### src/rtl/up_down_stepper.sv
// up_down_stepper: command-side driver for a WIDTH-bit up/down counter.
// Accepts a target over a LOAD/READY handshake, walks its position model
// toward it one ENABLE pulse at a time (paced by GAP idle cycles), and
// cross-checks the counter's VALUE against the model while idle.
module up_down_stepper #(
    parameter int WIDTH = 4,
    parameter int GAP   = 0
) (
    input  logic             clk,
    input  logic             RST,
    input  logic [WIDTH-1:0] TARGET,
    input  logic             LOAD,
    output logic             READY,
    input  logic             ABORT,
    output logic             ENABLE,
    output logic             UPDN,
    output logic [WIDTH-1:0] POS,
    output logic             DONE,
    output logic             BUSY,
    input  logic [WIDTH-1:0] VALUE,
    output logic             ERR
);

    typedef enum logic [1:0] {
        S_IDLE = 2'd0,
        S_STEP = 2'd1,
        S_WAIT = 2'd2,
        S_DONE = 2'd3
    } state_t;

    // Gap counter reload: the STEP cycle itself accounts for one of the
    // GAP+1 cycles between pulses, so WAIT lasts GAP cycles (counts GAP-1..0).
    localparam logic [3:0] GAP_RELOAD = (GAP == 0) ? 4'd0 : 4'(GAP - 1);

    state_t           state_q, state_d;
    logic [WIDTH-1:0] pos_q, pos_d;
    logic [WIDTH-1:0] tgt_q, tgt_d;
    logic [3:0]       gap_q, gap_d;
    logic             updn_q, updn_d;
    logic             err_q, err_d;

    logic             step_up;
    logic [WIDTH-1:0] pos_step;

    // Direction is a plain unsigned compare: no wrap-around shortcut.
    assign step_up  = (tgt_q > pos_q);
    assign pos_step = step_up ? (pos_q + WIDTH'(1)) : (pos_q - WIDTH'(1));

    // State and datapath registers; reset overrides any move in progress.
    always_ff @(posedge clk) begin
        if (RST) begin
            state_q <= S_IDLE;
            pos_q   <= '0;
            tgt_q   <= '0;
            gap_q   <= '0;
            updn_q  <= 1'b0;
            err_q   <= 1'b0;
        end else begin
            state_q <= state_d;
            pos_q   <= pos_d;
            tgt_q   <= tgt_d;
            gap_q   <= gap_d;
            updn_q  <= updn_d;
            err_q   <= err_d;
        end
    end

    // Next-state logic: handshake, stepping, pacing, abort and feedback check.
    always_comb begin
        state_d = state_q;
        pos_d   = pos_q;
        tgt_d   = tgt_q;
        gap_d   = gap_q;
        updn_d  = updn_q;
        err_d   = err_q;

        case (state_q)
            S_IDLE: begin
                // VALUE is only meaningful once the counter has settled.
                if (VALUE != pos_q) begin
                    err_d = 1'b1;
                end
                if (LOAD) begin
                    tgt_d   = TARGET;
                    state_d = (TARGET == pos_q) ? S_DONE : S_STEP;
                end
            end
            S_STEP: begin
                // The pulse on the wire this cycle is always counted, even on
                // abort, so the model never drifts from the real counter.
                pos_d  = pos_step;
                updn_d = step_up;
                if (ABORT) begin
                    state_d = S_IDLE;
                end else if (pos_step == tgt_q) begin
                    state_d = S_DONE;
                end else if (GAP == 0) begin
                    state_d = S_STEP;
                end else begin
                    state_d = S_WAIT;
                    gap_d   = GAP_RELOAD;
                end
            end
            S_WAIT: begin
                if (ABORT) begin
                    state_d = S_IDLE;
                end else if (gap_q == 4'd0) begin
                    state_d = S_STEP;
                end else begin
                    gap_d = gap_q - 4'd1;
                end
            end
            S_DONE: begin
                state_d = S_IDLE;
            end
            default: begin
                state_d = S_IDLE;
            end
        endcase
    end

    // Outputs decoded from registered state only.
    assign READY  = (state_q == S_IDLE);
    assign ENABLE = (state_q == S_STEP);
    assign UPDN   = (state_q == S_STEP) ? step_up : updn_q;
    assign DONE   = (state_q == S_DONE);
    assign BUSY   = (state_q != S_IDLE);
    assign POS    = pos_q;
    assign ERR    = err_q;

endmodule
### config.mk
export PLATFORM = sky130hd
export DESIGN_NAME = up_down_stepper
export DESIGN_NICKNAME = d
export VERILOG_FILES = /design/src/rtl/up_down_stepper.sv
export SDC_FILE = /design/constraint.sdc
export NUM_CORES = 1
export LEC_CHECK = 0
export CAP_MARGIN = 20
export CORE_MARGIN = 2
export CORE_UTILIZATION = 35
export DETAILED_ROUTE_END_ITERATION = 10
export GPL_TIMING_DRIVEN = 0
export PLACE_DENSITY = 0.58
export REMOVE_ABC_BUFFERS = 1
export SYNTH_ARGS = -nofsm -noshare
export SYNTH_HDL_FRONTEND = slang
export SYNTH_SLANG_ARGS = --single-unit
### constraint.sdc
create_clock -name clk -period 3.05 [get_ports clk]
set_clock_uncertainty 0.2 [all_clocks]
set_input_delay 0.305 -clock clk [delete_from_list [all_inputs] [get_ports clk]]
set_output_delay 0.305 -clock clk [all_outputs]
set_load 0.02 [all_outputs]
# After elaboration in Yosys (flattened, before gate mapping)
# Cells that the tools add are included.
# classes
magnitude_cmp	1
addsub	3
n_bitwise	2
reduce_logical	7
mul	0
shifts	0
div	0
mux	9
n_eq_ne	8
# op_table
op	count
$mux 2	6
$eq 4x4->1	2
$pmux 2 s4	1
$sub 4x1->4 const B	2
$reduce_and 2->1	3
$add 4x1->4 const B	1
$eq 2x2->1 const B	2
$gt 4x4->1	1
$logic_not 4->1	1
$mux 4	1
$ne 4x4->1	1
$ne 3x3->1 const B	1
$reduce_and 3->1	1
$eq 2x1->1 const B	1
$logic_not 2->1	1
$ne 2x2->1 const B	1
$not 1->1	2
$reduce_bool 2->1	1
$mux 1	1
# totals
register_bits	16
output_inout_bits	10
romBits	0
n_memories	0
latch_bits	0
mem_bits_rw	0

# Depth between registers and ports, before layout
# Gate-level depths: netlist of run 1.
# logic_depth
depth_word	6
depth_mapped	12
ltp_nobuf	11

# Worst setup path after synthesis of run 1
# No wires, ideal clock.
# synth_path
path_kind	reg2reg
startpoint	register pos_q[1], in the netlist POS[1]
endpoint	register pos_q[3], in the netlist POS[3]
path_buffers	0
slack_ns	0.108
synth_period_minus_slack_ns	2.942
setup_ns	0.123
t_arrival_ns	2.619
stages_incl_launch_ff	12
cell_sequence	dfxtp_1 inv_1 ha_1 and2_1 nand3_1 o21ai_4 ha_1 a21oi_1 nand2_1 a211o_1 a21oi_2 mux2_1
# synth_between
elab_chain_len	2
elab_cells_between_ends	4
classes_between	2 x add/sub; 1 x order compare; 1 x mux
# synth_rtl
item	line_no	source
start: declaration	36	logic [WIDTH-1:0] pos_q, pos_d;
start signal: assignment	60	pos_q <= pos_d;
$sub 4x1->4, or another cell as far along	47	assign pos_step = step_up ? (pos_q + WIDTH'(1)) : (pos_q - WIDTH'(1));
$mux 4 *	47	
# Mark *: on every way between the ends. The rest lies on a longest branch, timed or not.
# A chain may end at the register's enable or synchronous reset.

# Final worst setup path of run 1
# layout_path
startpoint	register pos_q[2], in the netlist POS[2]
endpoint	register pos_q[3], in the netlist POS[3]
# Same word-level chain as after synthesis.

==> results of run 1 <==
metrics by stage:
stage,std cells,total power [mW],cell area (sq um),utilization
after CTS,170,0.877,1290,0.469
after global placement,166,0.719,1260,0.456
after global routing,171,0.956,1330,0.481
after detailed placement,166,0.727,1260,0.456
final,171,0.882,1330,0.481
after floorplan,114,0.604,1010,-
cells in the final DEF, fill, tap and decap left out, types with 2 or more instances in the layout:
cell type / n
a21oi_2: 3
clkdlybuf4s50_1: 21
dfxtp_1: 13
nor2_1: 15
ha_1: 6
o21ai_1: 2
and2_1: 3
mux2i_1: 3
dfxtp_4: 2
nor4_1: 2
a211oi_1: 2
a21oi_1: 5
nand3_1: 3
xnor2_1: 12
xor2_1: 3
inv_1: 11
nand2_1: 8
nor3_1: 3
clkbuf_4: 3
worst max-delay path, cell delays in order (launching register included):
cell,delay [ns]
dfxtp_4,0.40
inv_1,0.08
ha_4,0.29
nand3b_1,0.12
a21oi_2,0.23
o21ai_4,0.09
ha_1,0.32
a21oi_1,0.15
nand2_1,0.11
a211o_1,0.29
a21oi_2,0.12
mux2_1,0.32
sequential cells by signal, summed over array words and instances, names as in the netlist:
| signal | count |
|---|---|
| ERR | 1 |
| POS | 4 |
| gap_q | 4 |
| state_q | 2 |
| tgt_q | 4 |
| updn_q | 1 |
per-layer routing:
layer	track usage	vias to the layer above	routed length, um
met5	0	-	0
li1	-	445	-
met3	0.0246	4	94
met1	0.189	385	999
met2	0.222	17	965
met4	0.0498	0	23
how the worst min path moves through the flow:
stage               from      to  slack, ns  cells past startpoint
floorplan            RST  POS[0]       0.17                      1
global placement     ERR     ERR       0.25                      2
detailed placement   ERR     ERR       0.26                      2
CTS                  ERR     ERR       0.29                      2
global route         ERR     ERR       0.33                      2
finish               ERR     ERR       0.28                      2
logic make-up after synthesis:
family,after synthesis
buffers and inverters,15
AND/OR/NAND/NOR,41
XOR/XNOR,16
AO/OA/AOI/OAI,17
adder cells (fa/ha/maj),9
multiplexers,4
flip-flops,16
timing repair:
action / 4_1_cts / 5_1_grt
endpoints found under the setup margin: 0 / 2
gates resized for setup: 0 / 7
setup buffers: 0 / 1
power groups by stage:
stage	Clock (mW)	Sequential [mW]	Combinational, mW
floorplan	0	0.279	0.325
detailed placement	0	0.271	0.456
finish	0.144	0.268	0.470
global placement	0	0.270	0.449
global route	0.162	0.274	0.520
CTS	0.151	0.266	0.460
final cells by class:
cell class	count	area (sq um)
well taps	31	38.8
flip-flops and latches	16	329
repair buffers	22	218
fillers	266	1430
clock buffers	4	36.3
multi-input cells	87	663
inverters	11	41.3
==> impl_metrics.tcl, run 1 <==
set metrics [dict create \
    max_freq_mhz 352 \
    cts_tree "yes" \
    drive_above_1_share 0.107 \
    clockBufferDepth 2 \
    grt_overflow_total 0 \
    worstReg2RegStart "POS[2]" \
    root_buffer "clkbuf_4" \
    vias 851 \
    cp.arrival_ns 2.82 \
    irDropWorstVdd_v 0.000336 \
    slew_viol_final 0 \
    rows 19 \
    holdBufCountCts 0 \
    critPathLaunchType "flip-flop" \
    synth_area_leaders "dfxtp_1, xnor2_1, ha_1" \
    r2r_slack_ns 0.21 \
    htreeDepth 1 \
    syn-cell-area_sq_mm 0.00102 \
    period_minus_slack_ns 2.84 \
    power.share.sequential 0.304 \
    synth_top_cell_area_share 0.313 \
    cts_made_buffers 3 \
    drv_cap 0 \
    synth_xor_area_frac 0.150 \
    ios 22 \
    rsz0062_at_grt "no" \
    intPower_mw 0.551 \
    antenna_found_initial 0 \
    synth_most_common_cell "dfxtp_1" \
    clock_latency_ns 0.29 \
    synthCells 118 \
    path_class "flip-flop to flip-flop" \
    endpoint "POS[3]" \
    cts_sinks 16 \
    grt_pass1_wl_mm 3.61 \
    synthTopCellsByCount "dfxtp_1, nor2_1, xnor2_1" \
    synth_top_family_by_area "simple AND/OR/NAND/NOR gates" \
    dp_hpwl_mm 1.62 \
    worstPathRequired_ns 3.03 \
    fin_nets 161 \
    synth-edff-count 0 \
    outcome "complete, no violations" \
    muxShareOfSynthArea 0.0403 \
    drtPass1Iterations 2 \
    port_buffers 21 \
    clock_power_share 0.164 \
    dpl_worst_slack_ns 0.0469 \
    ys_seq_elements 16 \
    vias_per_cell 4.98 \
    die_h_um 58.1 \
    holdWs_ns 0.278 \
    ys_types 33 \
    maxSlewHeadroom 0.572 \
    yosysTopAreaCell "dfxtp_1" \
    worst_pin_slew_ns 0.641 \
    gp_congestion 0.734 \
    startpoint "POS[2]" \
    antenna_cells 0 \
    clk_pin_slew_worst_paths_ns 0.10 \
    synth-compound-area-share 0.120 \
    finalHoldViolCount 0 \
    cp-end-kind "flip-flop" \
    synthFlopType "dfxtp_1" \
    setup-violations-final 0 \
    synthSimpleGateAreaFrac 0.205 \
    synth_fa_ha_area_frac 0.115 \
    synth_area_per_cell_sq_um 8.67 \
    initial_core_util 0.371 \
    crit_fanout 6 \
    wirelength_mm 2.08 \
    reg2reg_to "POS[3]" \
    grt_start_max_net_pins 18 \
    die_area_sq_mm 0.00337 \
    switching_share 0.375 \
    p_switching_mw 0.331 \
    drtIter0Drc 6 \
    power.density_mw_per_mm2 665 \
    leakagePower_nw 0.505 \
    period_share 0.932 \
    synthArstFlopShare 0 \
    worstRegToRegCells 11 \
    core_area_sq_mm 0.00276 \
    hold_class "flip-flop to flip-flop" \
    final.setup.tns_ns 0 \
    fp.dieW_um 58.1 \
    seq_area_frac_synth 0.313 \
    wl_per_cell_um 12.2 \
    areaGrowthSynthToFinish_pct 29.6 \
    grt_usage 0.139 \
    drtAntennaViolNets 0 \
    setup_slack_ns 0.208 \
    grt_pass1_vias 825 \
    ys_warn_count 0 \
    drc 0 \
    combPwrFrac 0.533 \
]
No activity file was read; power rests on OpenSTA's default activity.
==> run 2: changes to the inputs <==
--- a/config.mk
+++ b/config.mk
@@ -8,6 +8,7 @@
 export CAP_MARGIN = 20
 export CORE_MARGIN = 2
 export CORE_UTILIZATION = 35
+export CTS_CLUSTER_SIZE = 10
 export DETAILED_ROUTE_END_ITERATION = 10
 export GPL_TIMING_DRIVEN = 0
 export PLACE_DENSITY = 0.58
==> results of run 2 <==
No change in the layout: final DEF, timing and power equal those of run 1.
==> RTL edit 1: new RTL, config.mk and constraints of run 1 <==
Re-encode `state_t` (4 states) as one-hot, 4 bits wide.
--- a/src/rtl/up_down_stepper.sv
+++ b/src/rtl/up_down_stepper.sv
@@ -21,11 +21,11 @@
     output logic             ERR
 );
 
-    typedef enum logic [1:0] {
-        S_IDLE = 2'd0,
-        S_STEP = 2'd1,
-        S_WAIT = 2'd2,
-        S_DONE = 2'd3
+    typedef enum logic [3:0] {
+        S_IDLE = 4'b0001,
+        S_STEP = 4'b0010,
+        S_WAIT = 4'b0100,
+        S_DONE = 4'b1000
     } state_t;
 
     // Gap counter reload: the STEP cycle itself accounts for one of the
Function: same outputs for any inputs over 10 cycles, from zero or initial values and one cycle with RST high; not proved beyond that.
==> RTL edit 1 against run 1 <==
  * Synthesized area is 18% lower
  * Worst setup slack worse by 0.037 ns
  * Sequential cell count is 3 lower
  * Design area is 16% lower
  * Sequential share of layout area is 0.82 points lower
  * Wire length is 13% lower
  * Hold slack better by 0.012 ns
Power is not compared: it rests on default switching activity, and its combinational part moved more than twofold at a synthesized area within 25%.
==> RTL edit 1: results (changes against run 1) <==
stage,metric,value,unit,change
layout,fraction of layout cells with a size suffix above 1,0.103,,was 0.107
synth,Synth area leaders,"dfxtp_1 (31%), xnor2_1 (11%), ha_1 (8.9%)",,"was dfxtp_1 (31%), xnor2_1 (10%), ha_1 (8.6%)"
global_route,vias in the first global route,686,,was 825
global_route,Total GRT Usage,0.150,,was 0.139
worst_hold_path,hold path cells,2,,unchanged
worst_setup_path,CP Max Fanout,7,,was 6
global_route,first-pass GRT wire length,3020,um,was 3610 um
timing,Fin Hold WS,0.290,ns,was 0.278 ns
drt,Detailed Routing Iterations Pass 1,4,,was 2
cts,post-CTS sizing,3,,was 0
drt,DR iter-0 viols,4,,was 6
global_route,largest net degree at the start of global routing,14,,was 18
drt,final WL,1800,um,was 2080 um
worst_setup_path,R2R Setup Slk,0.17,ns,was 0.21 ns
worst_setup_path,Worst Path Arrival,2.87,ns,was 2.82 ns
drt,WL met2,801,um,was 965 um
synth,most frequent cells after synthesis,"nor2_1 (17), dfxtp_1 (13), xnor2_1 (11), inv_1 (8), ha_1 (6)",,"was dfxtp_1 (16), nor2_1 (15), xnor2_1 (12), inv_1 (11), nand2_1 (8)"
layout,fill cell count,228,,was 266
drt,metal3 WL,66,um,was 94 um
synth,"Seq/Total Area, Yosys",0.309,,was 0.313
drt,DR vias/cell,4.88,,was 4.98
synth,post-synth cell types,31,,was 33
placement,DP HPWL,1370,um,was 1620 um
outcome,outcome,completed,,unchanged
drt,met1 WL,903,um,was 999 um
worst_setup_path,RR Endpoint,state_q[1],,was POS[3]
worst_setup_path,worst flop-to-flop path startpoint,POS[0],,was POS[2]
==> RTL edit 1: worst max-delay path by stage <==
| stage | slack (ns) | start | end |
|---|---|---|---|
| 6_report | 0.17 | POS[0] | state_q[1] |
| 5_1_grt | 0.02 | POS[1] | state_q[1] |
| 4_1_cts | 0.01 | POS[1] | UPDN |
| 3_5_place_dp | -0.003 | POS[1] | state_q[1] |
| 3_3_place_gp | -0.02 | POS[1] | state_q[1] |
| 2_1_floorplan | 0.13 | POS[1] | state_q[1] |
==> RTL edit 1: cells by family after synthesis <==
family,count (synthesis),synth area share
simple gates,29,0.162
fa+ha+maj,7,0.113
compound gates,16,0.150
xor+xnor,16,0.166
flops,13,0.309
mux,3,0.0357
buf+inv,12,0.0639
==> RTL edit 1: metrics by stage <==
| stage | setup slack (ns) | instances | area [um2] |
|---|---|---|---|
| floorplan | 0.129 | 92 | 818 |
| global placement | -0.0166 | 141 | 1060 |
| detailed placement | -0.00298 | 141 | 1060 |
| CTS | 0.0147 | 145 | 1090 |
| global route | 0.0153 | 145 | 1110 |
| finish | 0.170 | 145 | 1110 |
==> RTL edit 1: area by class of cell <==
class / instances / area [um2] / area share
Inverter: 8 / 30.0 / 0.0270
Sequential cell: 13 / 267 / 0.240
Multi-Input combinational cell: 71 / 541 / 0.486
Tap cell: 28 / 35.0 / 0.0315
Clock buffer: 4 / 26.3 / 0.0236
Timing Repair Buffer: 21 / 213 / 0.191
==> RTL edit 1: critical path, cell delays in order (launching register included) <==
cell      delay, ns
dfxtp_1        0.53
ha_1           0.31
and4_1         0.21
a21oi_4        0.19
inv_1          0.10
ha_1           0.28
a21o_1         0.21
a21oi_4        0.17
xnor2_1        0.14
xnor2_1        0.16
a21boi_0       0.11
o21a_1         0.17
==> RTL edit 1: report_power, final <==
part,internal [mW],switching [mW],leakage [nW]
sequential,0.181,0.0129,0.108
combinational,0.102,0.107,0.324
clock,0.0508,0.0615,0.0150
==> RTL edit 1: per-layer routing <==
layer	global-route usage	vias up
met3	0.0169	2
li1	-	360
met4	0.0513	0
met2	0.246	15
met5	0	-
met1	0.201	330
==> RTL edit 2: new RTL, flow settings as in run 1 <==
Without the edit above. The parameter `WIDTH` goes from 4 to 3.
--- a/src/rtl/up_down_stepper.sv
+++ b/src/rtl/up_down_stepper.sv
@@ -3,7 +3,7 @@
 // toward it one ENABLE pulse at a time (paced by GAP idle cycles), and
 // cross-checks the counter's VALUE against the model while idle.
 module up_down_stepper #(
-    parameter int WIDTH = 4,
+    parameter int WIDTH = 3,
     parameter int GAP   = 0
 ) (
     input  logic             clk,
Ports: changed (resized POS, TARGET and VALUE); port bits go from 22 to 19. No check against the original RTL was run, so the function may have changed too.
==> RTL edit 2 against run 1 <==
  * Clock power down 26%
  * Critical endpoint is now POS[2]
  * Worst setup slack worse by 0.15 ns
  * Sequential cell count down 2
  * Design area down 10%
  * Synthesized area down 12%
  * Combinational power down 32%
  * Critical path depth down 2
  * Wire length down 1.7%
  * Non-clock buffer count down 1
  * Total power down 27%
==> RTL edit 2: results (changes against run 1) <==
stage,metric,value,unit,change
global_route,largest net degree at the start of global routing,17,,was 18
global_route,vias in the first global route,724,,was 825
power_and_ir_drop,Net Sw Frac,0.344,,was 0.375
worst_setup_path,Worst Path Arrival,2.97,ns,was 2.82 ns
worst_setup_path,CP max stage delay,0.37,ns,was 0.40 ns
drt,wire per inst,13.4,um,was 12.2 um
placement,Post-Place Cells,147,,was 166
global_route,first-pass GRT wire length,3240,um,was 3610 um
synth,most frequent cells after synthesis,"dfxtp_1 (14), nor2_1 (12), inv_1 (11), xnor2_1 (11), nand3_1 (6)",,"was dfxtp_1 (16), nor2_1 (15), xnor2_1 (12), inv_1 (11), nand2_1 (8)"
outcome,outcome,completed,,unchanged
layout,flip-flop and latch area,290,um2,was 329 um2
power_and_ir_drop,Worst VDD drop,0.353,mV,was 0.336 mV
cts,post-CTS sizing,10,,was 0
power_and_ir_drop,internal power,420,uW,was 551 uW
worst_hold_path,Worst Hold End,tgt_q[0],,was ERR
drt,via count,755,,was 851
worst_setup_path,Crit-path slowest cell,fa_2,,was dfxtp_4
worst_setup_path,worst-case reg-to-reg path depth,9,,was 11
synth,Synth area leaders,"dfxtp_1 (31%), xnor2_1 (11%), ha_1 (5.6%)",,"was dfxtp_1 (31%), xnor2_1 (10%), ha_1 (8.6%)"
worst_setup_path,crit path to,POS[2],,was POS[3]
placement,GPL Wtd Cong,0.760,,was 0.734
timing,Slew @ Worst Pin,0.582,ns,was 0.641 ns
layout,fill cell count,230,,was 266
placement,DP HPWL,1460,um,was 1620 um
synth,adder-cell share of the synthesized area,0.0781,,was 0.115
global_route,Total GRT Usage,0.156,,was 0.139
timing,Fin Hold WS,0.280,ns,was 0.278 ns
synth,"Seq/Total Area, Yosys",0.312,,was 0.313
drt,final WL,2050,um,was 2080 um
drt,DR iter-0 viols,3,,was 6
placement,IO buf count,18,,was 21
cts,clock-pin slew on the worst setup and hold paths,0.08,ns,was 0.10 ns
synth,post-synth cell types,34,,was 33
power_and_ir_drop,Comb power frac,0.499,,was 0.533
layout,fraction of layout cells with a size suffix above 1,0.187,,was 0.107
cts,Post-CTS Setup Inserts,2,,was 0
placement,Post-Place Worst Slack,-0.324,ns,was 0.0469 ns
placement,area post-placement,1100,um2,was 1260 um2
worst_setup_path,CP Max Fanout,4,,was 6
worst_hold_path,Hold Crit Start,tgt_q[0],,was ERR
timing,fmax,335,MHz,was 352 MHz
synth,Synth Area in Compound Gates,0.148,,was 0.120
worst_setup_path,R2R Setup Slk,0.06,ns,was 0.21 ns
synth,Synth Instances,102,,was 118
worst_setup_path,worst flop-to-flop path startpoint,POS[1],,was POS[2]
power_and_ir_drop,Leakage,0.450,nW,was 0.505 nW
==> RTL edit 2: changes by cell type after synthesis, sizes merged, moves of 3 or more <==
cell / delta
a21oi: -4
o21ai: -4
ha: -3
nand2: -3
o311a: +3
==> RTL edit 2: worst max-delay path, delay by kind of cell (launching register included) <==
family                   cells  cell delay [ns]
AO/OA/AOI/OAI                3             0.74
adder cells (fa/ha/maj)      2             0.59
AND/OR/NAND/NOR              2             0.55
flip-flops                   1             0.35
multiplexers                 1             0.35
buffers and inverters        1             0.09
==> RTL edit 2: final cells by class <==
cell class | count | area share
Multi-Input combinational cell | 74 | 0.501
Inverter | 11 | 0.0347
Sequential cell | 14 | 0.244
Tap cell | 30 | 0.0315
Timing Repair Buffer | 21 | 0.170
Clock buffer | 3 | 0.0189
==> RTL edit 2: routing by layer <==
layer / part of all wire / global-route usage
met5: 0 / 0
met4: 0.021 / 0.0750
met3: 0.017 / 0.0191
met2: 0.47 / 0.236
met1: 0.49 / 0.216
